==> src/rtl/ms_flood.sv <==
// ms_flood: flood-fill open controller for the 8x8 minesweeper pool.
// A click seeds the clicked cell, then the controller keeps driving the check
// mask (neighbours of open zero cells) into the external pool-update stage and
// latches its open_next every cycle until it reports nothing left to open.
//
// Ports
//   clk, rst_n      clock, async active-low reset
//   clear           sync new game: open/boom cleared, FSM -> IDLE (beats start)
//   start, cursor   click request (sampled in IDLE) and clicked cell index
//   mine/flag/doubt board maps (mine stable during a fill)
//   upd_check       check mask to the update stage (registered-state only)
//   upd_open_next   open map returned by the update stage
//   upd_can_update  update stage still has cells to open
//   open            registered open map
//   busy, done      FSM != IDLE; one-cycle pulse at end of click
//   boom            sticky mine hit
//   iter_cnt        cycles of the last fill in which open changed
module ms_flood #(
  parameter int ROWS = 8,
  parameter int COLS = 8   // ROWS*COLS must be 64 to match the update stage
) (
  input  logic        clk,
  input  logic        rst_n,
  input  logic        clear,
  input  logic        start,
  input  logic [5:0]  cursor,
  input  logic [63:0] mine,
  input  logic [63:0] flag,
  input  logic [63:0] doubt,
  output logic [63:0] upd_check,
  input  logic [63:0] upd_open_next,
  input  logic        upd_can_update,
  output logic [63:0] open,
  output logic        busy,
  output logic        done,
  output logic        boom,
  output logic [6:0]  iter_cnt
);

  typedef enum logic [1:0] {IDLE, SEED, EXPAND, DONE} state_t;

  state_t      state, state_d;
  logic [63:0] open_d;
  logic        boom_d;
  logic [6:0]  iter_d;
  logic [63:0] zero, cur_oh, open_zero_spread;

  // OR of m moved onto each of the 8 neighbours, no wrap at board edges.
  function automatic logic [63:0] spread(input logic [63:0] m);
    logic [63:0] s;
    s = '0;
    for (int r = 0; r < ROWS; r++)
      for (int c = 0; c < COLS; c++)
        for (int dr = -1; dr <= 1; dr++)
          for (int dc = -1; dc <= 1; dc++)
            if ((dr != 0 || dc != 0) && (r + dr >= 0) && (r + dr < ROWS) &&
                (c + dc >= 0) && (c + dc < COLS))
              s[r*COLS + c] = s[r*COLS + c] | m[(r+dr)*COLS + c + dc];
    return s;
  endfunction

  assign cur_oh           = 64'd1 << cursor;
  assign zero             = ~mine & ~spread(mine);
  assign open_zero_spread = spread(open & zero);

  assign busy = (state != IDLE);
  assign done = (state == DONE);

  // Check mask depends only on registered state/open, cursor and mine, so the
  // update stage's outputs never loop back into it combinationally.
  always_comb begin
    upd_check = '0;
    case (state)
      SEED:    upd_check = cur_oh;
      EXPAND:  upd_check = open_zero_spread;
      default: upd_check = '0;
    endcase
  end

  always_comb begin
    state_d = state;
    open_d  = open;
    boom_d  = boom;
    iter_d  = iter_cnt;
    if (clear) begin
      state_d = IDLE;
      open_d  = '0;
      boom_d  = 1'b0;
    end else begin
      case (state)
        IDLE: if (start && !boom) begin
          // Already open, flagged or doubted: nothing to do, just pulse done.
          if (|((open | flag | doubt) & cur_oh)) begin
            state_d = DONE;
          end else begin
            iter_d  = '0;
            state_d = SEED;
          end
        end
        SEED: begin
          open_d = upd_open_next;
          iter_d = 7'd1;
          if (|(mine & cur_oh)) begin
            boom_d  = 1'b1;
            state_d = DONE;
          end else if (|(zero & cur_oh)) begin
            state_d = EXPAND;
          end else begin
            state_d = DONE;
          end
        end
        EXPAND: begin
          // Each accepted update opens at least one cell, so iter_cnt <= 64.
          if (upd_can_update) begin
            open_d = upd_open_next;
            iter_d = iter_cnt + 7'd1;
          end else begin
            state_d = DONE;
          end
        end
        DONE:    state_d = IDLE;
        default: state_d = IDLE;
      endcase
    end
  end

  always_ff @(posedge clk or negedge rst_n) begin
    if (!rst_n) begin
      state    <= IDLE;
      open     <= '0;
      boom     <= 1'b0;
      iter_cnt <= '0;
    end else begin
      state    <= state_d;
      open     <= open_d;
      boom     <= boom_d;
      iter_cnt <= iter_d;
    end
  end

endmodule

==> config.mk <==
export PLATFORM = sky130hd
export DESIGN_NAME = ms_flood
export DESIGN_NICKNAME = d
export VERILOG_FILES = /design/src/rtl/ms_flood.sv
export SDC_FILE = /design/constraint.sdc
export NUM_CORES = 1
export LEC_CHECK = 0
export ABC_AREA = 0
export ABC_CLOCK_PERIOD_IN_PS = 2600
export BUFFER_PORTS_ARGS = -buffer_cell sky130_fd_sc_hd__buf_2
export CORE_ASPECT_RATIO = 0.7
export CORE_MARGIN = 2
export CORE_UTILIZATION = 34
export DETAILED_ROUTE_END_ITERATION = 6
export PLACE_DENSITY = 0.66
export SLEW_MARGIN = 20
export SYNTH_ARGS = -nofsm -noshare
export SYNTH_HDL_FRONTEND = slang
export SYNTH_SLANG_ARGS = --single-unit
==> constraint.sdc <==
create_clock -name clk -period 2.6 [get_ports clk]
set_input_delay 0.52 -clock clk [delete_from_list [all_inputs] [get_ports clk]]
set_output_delay 0.52 -clock clk [all_outputs]
set_load 0.01 [all_outputs]
* After elaboration in Yosys (flattened, before gate mapping) *
Index checks and enable logic that the tools add are counted.
Widths: inputs -> output; s select.

operators by class
  add/subtract/negate cells = 1
  eq/ne operators = 9
  shift-type cells = 1
  muxes and demuxes = 18
  bitwise logic cells = 708
  reduce and logical (&&, ||, !) cells = 15

operators by type and width
  cell                  count
  $or 1x1->1            698
  $and 64x64->64        5
  $pmux 64 s2           2
  $reduce_or 64->1      3
  $mux 64               2
  $not 64->64           2
  $or 64x64->64         2
  $shl 1x6->64 const A  1
  $mux 7                3
  $pmux 7 s3            1
  $mux 2                5
  $ne 3x3->1 const B    3
  $pmux 2 s4            1
  $add 7x1->7 const B   1
  $ne 2x2->1 const B    3
  $reduce_and 2->1      3
  $reduce_bool 2->1     3
  $reduce_bool 3->1     2
  $reduce_and 5->1      1
  $eq 2x2->1 const B    2
  $mux 1                4
  $eq 2x1->1 const B    1
  $logic_not 2->1       1
  $logic_and 1x1->1     1
  other kinds (2)       2

storage, ports and cells
  register bits = 74

* Logic depth before layout (Yosys ltp) *
  depth after elaboration = 18
  gate-level depth with buffers = 12
  depth with buffers taken out = 9

* Least setup slack after synthesis *
No wires, ideal clock.

  path type = input -> register
  start = input cursor[2]
  end = register iter_cnt[4]
  library setup time = 0.140 ns
  arrival time = 2.751 ns
  data required time = 2.460 ns
  slack = -0.291 ns
  stages on the path = 9
  path buffers = 2
  cells stage by stage = buf_2 and2_1 clkbuf_1 o311ai_0 o2111ai_1 or4_1 or4_4 o41ai_1 o21ai_1

between the ends
  cells in the longest elaborated chain, start to end = 5

ends and longest elaborated chain
  item                               RTL line  source
  from (decl)                        26        input logic [5:0] cursor,
  $shl 1x6->64                       62        assign cur_oh = 64'd1 << cursor;
  $and 64x64->64                     93        if (|((open | flag | doubt) & cur_oh)) begin
  $reduce_or 64->1                   93
  $ne 2x2->1 (no source line)        --
  $reduce_and 5->1 (no source line)  --
  to (signal assigned)               137       iter_cnt <= iter_d;
  to (decl)                          37        output logic [6:0] iter_cnt

No other way between the ends.
A chain may end at the register's enable or synchronous reset.

* Final worst setup path *
  start = input mine[2]
  end = output upd_check[10]

between the ends
  cells in the longest elaborated chain, start to end = 15
  elaborated cells on any way between the ends = 33
  classes of those cells = 1 x mux; 32 x bitwise

ends and longest elaborated chain
  item                                                    RTL line  source
  from (decl)                                             27        input logic [63:0] mine,
  $or 1x1->1 (4 in series)                                58        s[r*COLS + c] = s[r*COLS + c] | m[(r+dr)*COLS + c + dc];
  $not 64->64 / $or 1x1->1 (equally long branches)        63, 58
  $and 64x64->64 (*)                                      63        assign zero = ~mine & ~spread(mine);
  $and 64x64->64 (*)                                      64        assign open_zero_spread = spread(open & zero);
  $or 1x1->1, or another cell as far along (2 in series)  58
  $or 1x1->1 / $and 64x64->64 (equally long branches)     58, 64
  $or 1x1->1 (*) (4 in series)                            58
  $pmux 64 s2 (*)                                         73        case (state)
  to (decl)                                               30        output logic [63:0] upd_check,

Mark *: on every way between the ends. The rest lies on a longest branch, timed or not.

==> flow_summary.yaml <==
clock_tree:
  holdBufCountCts: 0
  clk_latency_ns: 0.37
  htree_levels: 3
  clkTransAtPathRegs_ns: 0.06
  root_buffer: "clkbuf_16"
  cts_tree: "done"
  cts_inserted_buffers: 9
  clkSinkCount: 74
  clockBufferDepth: 2
sta:
  tightest_slew_ns: 0.793
  clock_skew_ns: 0.00659
  hold_viol_final: 0
  max_clock_freq_mhz: 337
  tns_ns: -10.85
  layout_setup_ws_ns: -0.369
  period_minus_slack_ns: 2.97
  grt_setup_unrepaired: "yes"
  finalSetupViolCount: 63
  max-slew-margin-rel: 0.471
  min_period_over_period: 1.14
  holdWs_ns: 0.211
  report.final.slew_viol_count: 0
die:
  die-height_um: 129
  core_area_um2: 21800
  core.rowCount: 45
  die_area_um2: 23600
  initial_core_util: 0.349
  die_w_um: 183
  io_pins: 405
global_routing:
  grt_pass1_vias: 14000
  use_met1: 0.667
  use_met3: 0.214
  top_usage_layer: "met2"
  antenna_found_initial: 0
  grt_pass1_wl_um: 90100
  grt_overflow_total: 0
  grt_max_degree: 69
  track_usage: 0.524
  use_met2: 0.766
logic_synthesis:
  synth_commonest_cells: "nand2_1 (257), nand3_1 (116), a21oi_1 (79)"
  async_flop_share: 1.00
  seq_area_frac_synth: 0.244
  synth_ff_type: "dfrtp_1"
  yosysMostFrequentCell: "nand2_1"
  syn-num-nets: 1391
  yosysUniqueCellTypes: 69
  netlist.area_leader.share: 0.244
  ys_ff_latch: 74
  syn_inst: 1118
  syn-mean-instance-area_um2: 6.80
  yosysTopAreaCell: "dfrtp_1"
  synth_edf_count: 0
  ys_warn_count: 0
  synthTopCellsByArea: "dfrtp_1 (24%), nand2_1 (13%), nand3_1 (7.6%)"
  netlist_area_um2: 7600
placed_design:
  place_congestion: 1.12
  port-buffer-count: 404
  dp_hpwl_um: 50100
routing:
  ant_nets: 0
  vias_per_cell: 6.81
  drt_first_pass_iters: 7
  num_vias: 15300
  drc: 7
  drt_wl_total_um: 67000
  dr.first_iter.drc_count: 2805
  post_drt_wl_per_cell_um: 29.8
worst_setup_path:
  endpoint: "upd_check[10]"
  setup.worst_path.class: "in -> out"
  reg2reg_from: "open[6]$_DFFE_PN0P_"
  timing.rr.end: "iter_cnt[2]$_DFFE_PN0P_"
  critical_path.max_fanout: 4
  endpoint_kind: "output pin"
  critPathLaunch: "mine[2]"
  worst_ep_required_time_ns: 2.08
  crit_arrival_ns: 2.45
  start_kind: "input pin"
  r2r_cells: 8
  reg2reg_slack_ns: -0.24
cells_and_area:
  drive_gt1_frac: 0.641
  fillers: 1545
  syn2layout_area_growth_pct: 123
  fin_nets: 2231
outcome:
  violations: "DRC, setup timing"
  status: "finished with violations"
pwr:
  ir_worst_vdd_uv: 529
  power.density_nw_per_um2: 465
  p_leak_uw: 0.00815
run:
  cap_viol_max_count: 0
worst_hold_path:
  hold_class: "in -> async"
[logic make-up (layout without fill, tap and decap cells)]
family | after synthesis | after routing | share of synthesized area
flip-flops | 74 | 74 | 0.244
AND/OR/NAND/NOR | 664 | 664 | 0.435
buffers and inverters | 90 | 935 | 0.0481
AO/OA/AOI/OAI | 279 | 279 | 0.257
other | 0 | 1 | 0
adder cells (fa/ha/maj) | 6 | 6 | 0.00988
multiplexers | 5 | 5 | 0.00708
[registers in the layout, summed over array words and instances, names as in the netlist]
| name | count |
|---|---|
| open | 64 |
| iter_cnt | 7 |
| state | 2 |
| boom | 1 |
[where the power goes]
part,switching (µW),total (µW),internal (µW)
clock,587,1260,673
combinational,2950,4870,1920
sequential,320,1760,1440
[what timing repair did]
action | CTS | global route
buffers inserted | 47 | 49
gates cloned | 5 | 0
gates resized for setup | 374 | 261
pin swaps | 134 | 143
endpoints found under the setup margin | 74 | 74
[layer usage]
layer / share of wire / wire (µm) / vias up
met1: 0.35 / 23400 / 7142
li1: - / - / 6058
met3: 0.17 / 11700 / 494
met5: 0 / 0 / -
met4: 0.073 / 4920 / 0
met2: 0.40 / 27000 / 1609
[cell usage in the layout, fill, tap and decap left out, types with 14 or more instances in the layout]
| master | netlist | layout |
|---|---|---|
| o22ai_2 | 0 | 22 |
| o311ai_0 | 48 | 16 |
| or4_4 | 1 | 16 |
| nand2_4 | 0 | 24 |
| o311ai_1 | 5 | 15 |
| nor2_1 | 50 | 33 |
| nor4_4 | 0 | 19 |
| nand3_1 | 116 | 91 |
| buf_2 | 4 | 371 |
| nor3_2 | 0 | 23 |
| nor3_1 | 57 | 15 |
| nand4_1 | 51 | 51 |
| buf_4 | 2 | 414 |
| o311ai_2 | 0 | 14 |
| buf_8 | 0 | 14 |
| nand3_2 | 0 | 14 |
| dfrtp_1 | 74 | 72 |
| nand2_1 | 257 | 205 |
| o22ai_1 | 60 | 34 |
| nor3_4 | 0 | 19 |
| nand2_2 | 0 | 24 |
| and3_4 | 0 | 17 |
| a21oi_1 | 79 | 73 |
| buf_6 | 2 | 97 |
| buf_12 | 0 | 14 |
[worst min-delay path by stage]
stage,depth (start not counted),end,startpoint,slack (ns)
after global routing,1,open[18]$_DFFE_PN0P_,rst_n,0.26
after detailed placement,1,iter_cnt[6]$_DFFE_PN0P_,iter_cnt[6]$_DFFE_PN0P_,0.49
after floorplan,0,boom$_DFFE_PN0P_,rst_n,0.22
after global placement,1,iter_cnt[6]$_DFFE_PN0P_,iter_cnt[6]$_DFFE_PN0P_,0.47
after CTS,1,open[19]$_DFFE_PN0P_,rst_n,0.22
final,1,open[14]$_DFFE_PN0P_,rst_n,0.21
[final cells by class]
type / count / area (µm²) / share of cell area
Multi-Input combinational cell: 954 / 7830 / 0.461
Timing Repair Buffer: 913 / 6640 / 0.391
Tap cell: 282 / 353 / 0.0208
Antenna cell: 1 / 2.50 / 0.000147
Inverter: 6 / 25.0 / 0.00147
Clock inverter: 6 / 40.0 / 0.00236
Clock buffer: 10 / 239 / 0.0141
Sequential cell: 74 / 1850 / 0.109
[per-stage QoR]
| stage | worst slack [ns] | total power, µW | utilization | area (µm²) | cells |
|---|---|---|---|---|---|
| 2_1_floorplan | -0.0893 | 3180 | - | 7700 | 1118 |
| 3_3_place_gp | -1.04 | 5500 | 0.595 | 13000 | 2132 |
| 3_5_place_dp | -1.07 | 5510 | 0.595 | 13000 | 2132 |
| 4_1_cts | -0.267 | 7250 | 0.704 | 15300 | 2200 |
| 5_1_grt | -0.388 | 8030 | 0.780 | 17000 | 2245 |
| 6_report | -0.369 | 7900 | 0.780 | 17000 | 2246 |
[critical path: stages]
cell and delay, ns:
buf_6 0.09, or4_4 0.58, nor3_4 0.30, nand3_2 0.15, and2_4 0.17, nand3b_1 0.13, a2111oi_1 0.10, o32ai_1 0.19
buf_2 0.21
Power figures use the tool's default switching activity.
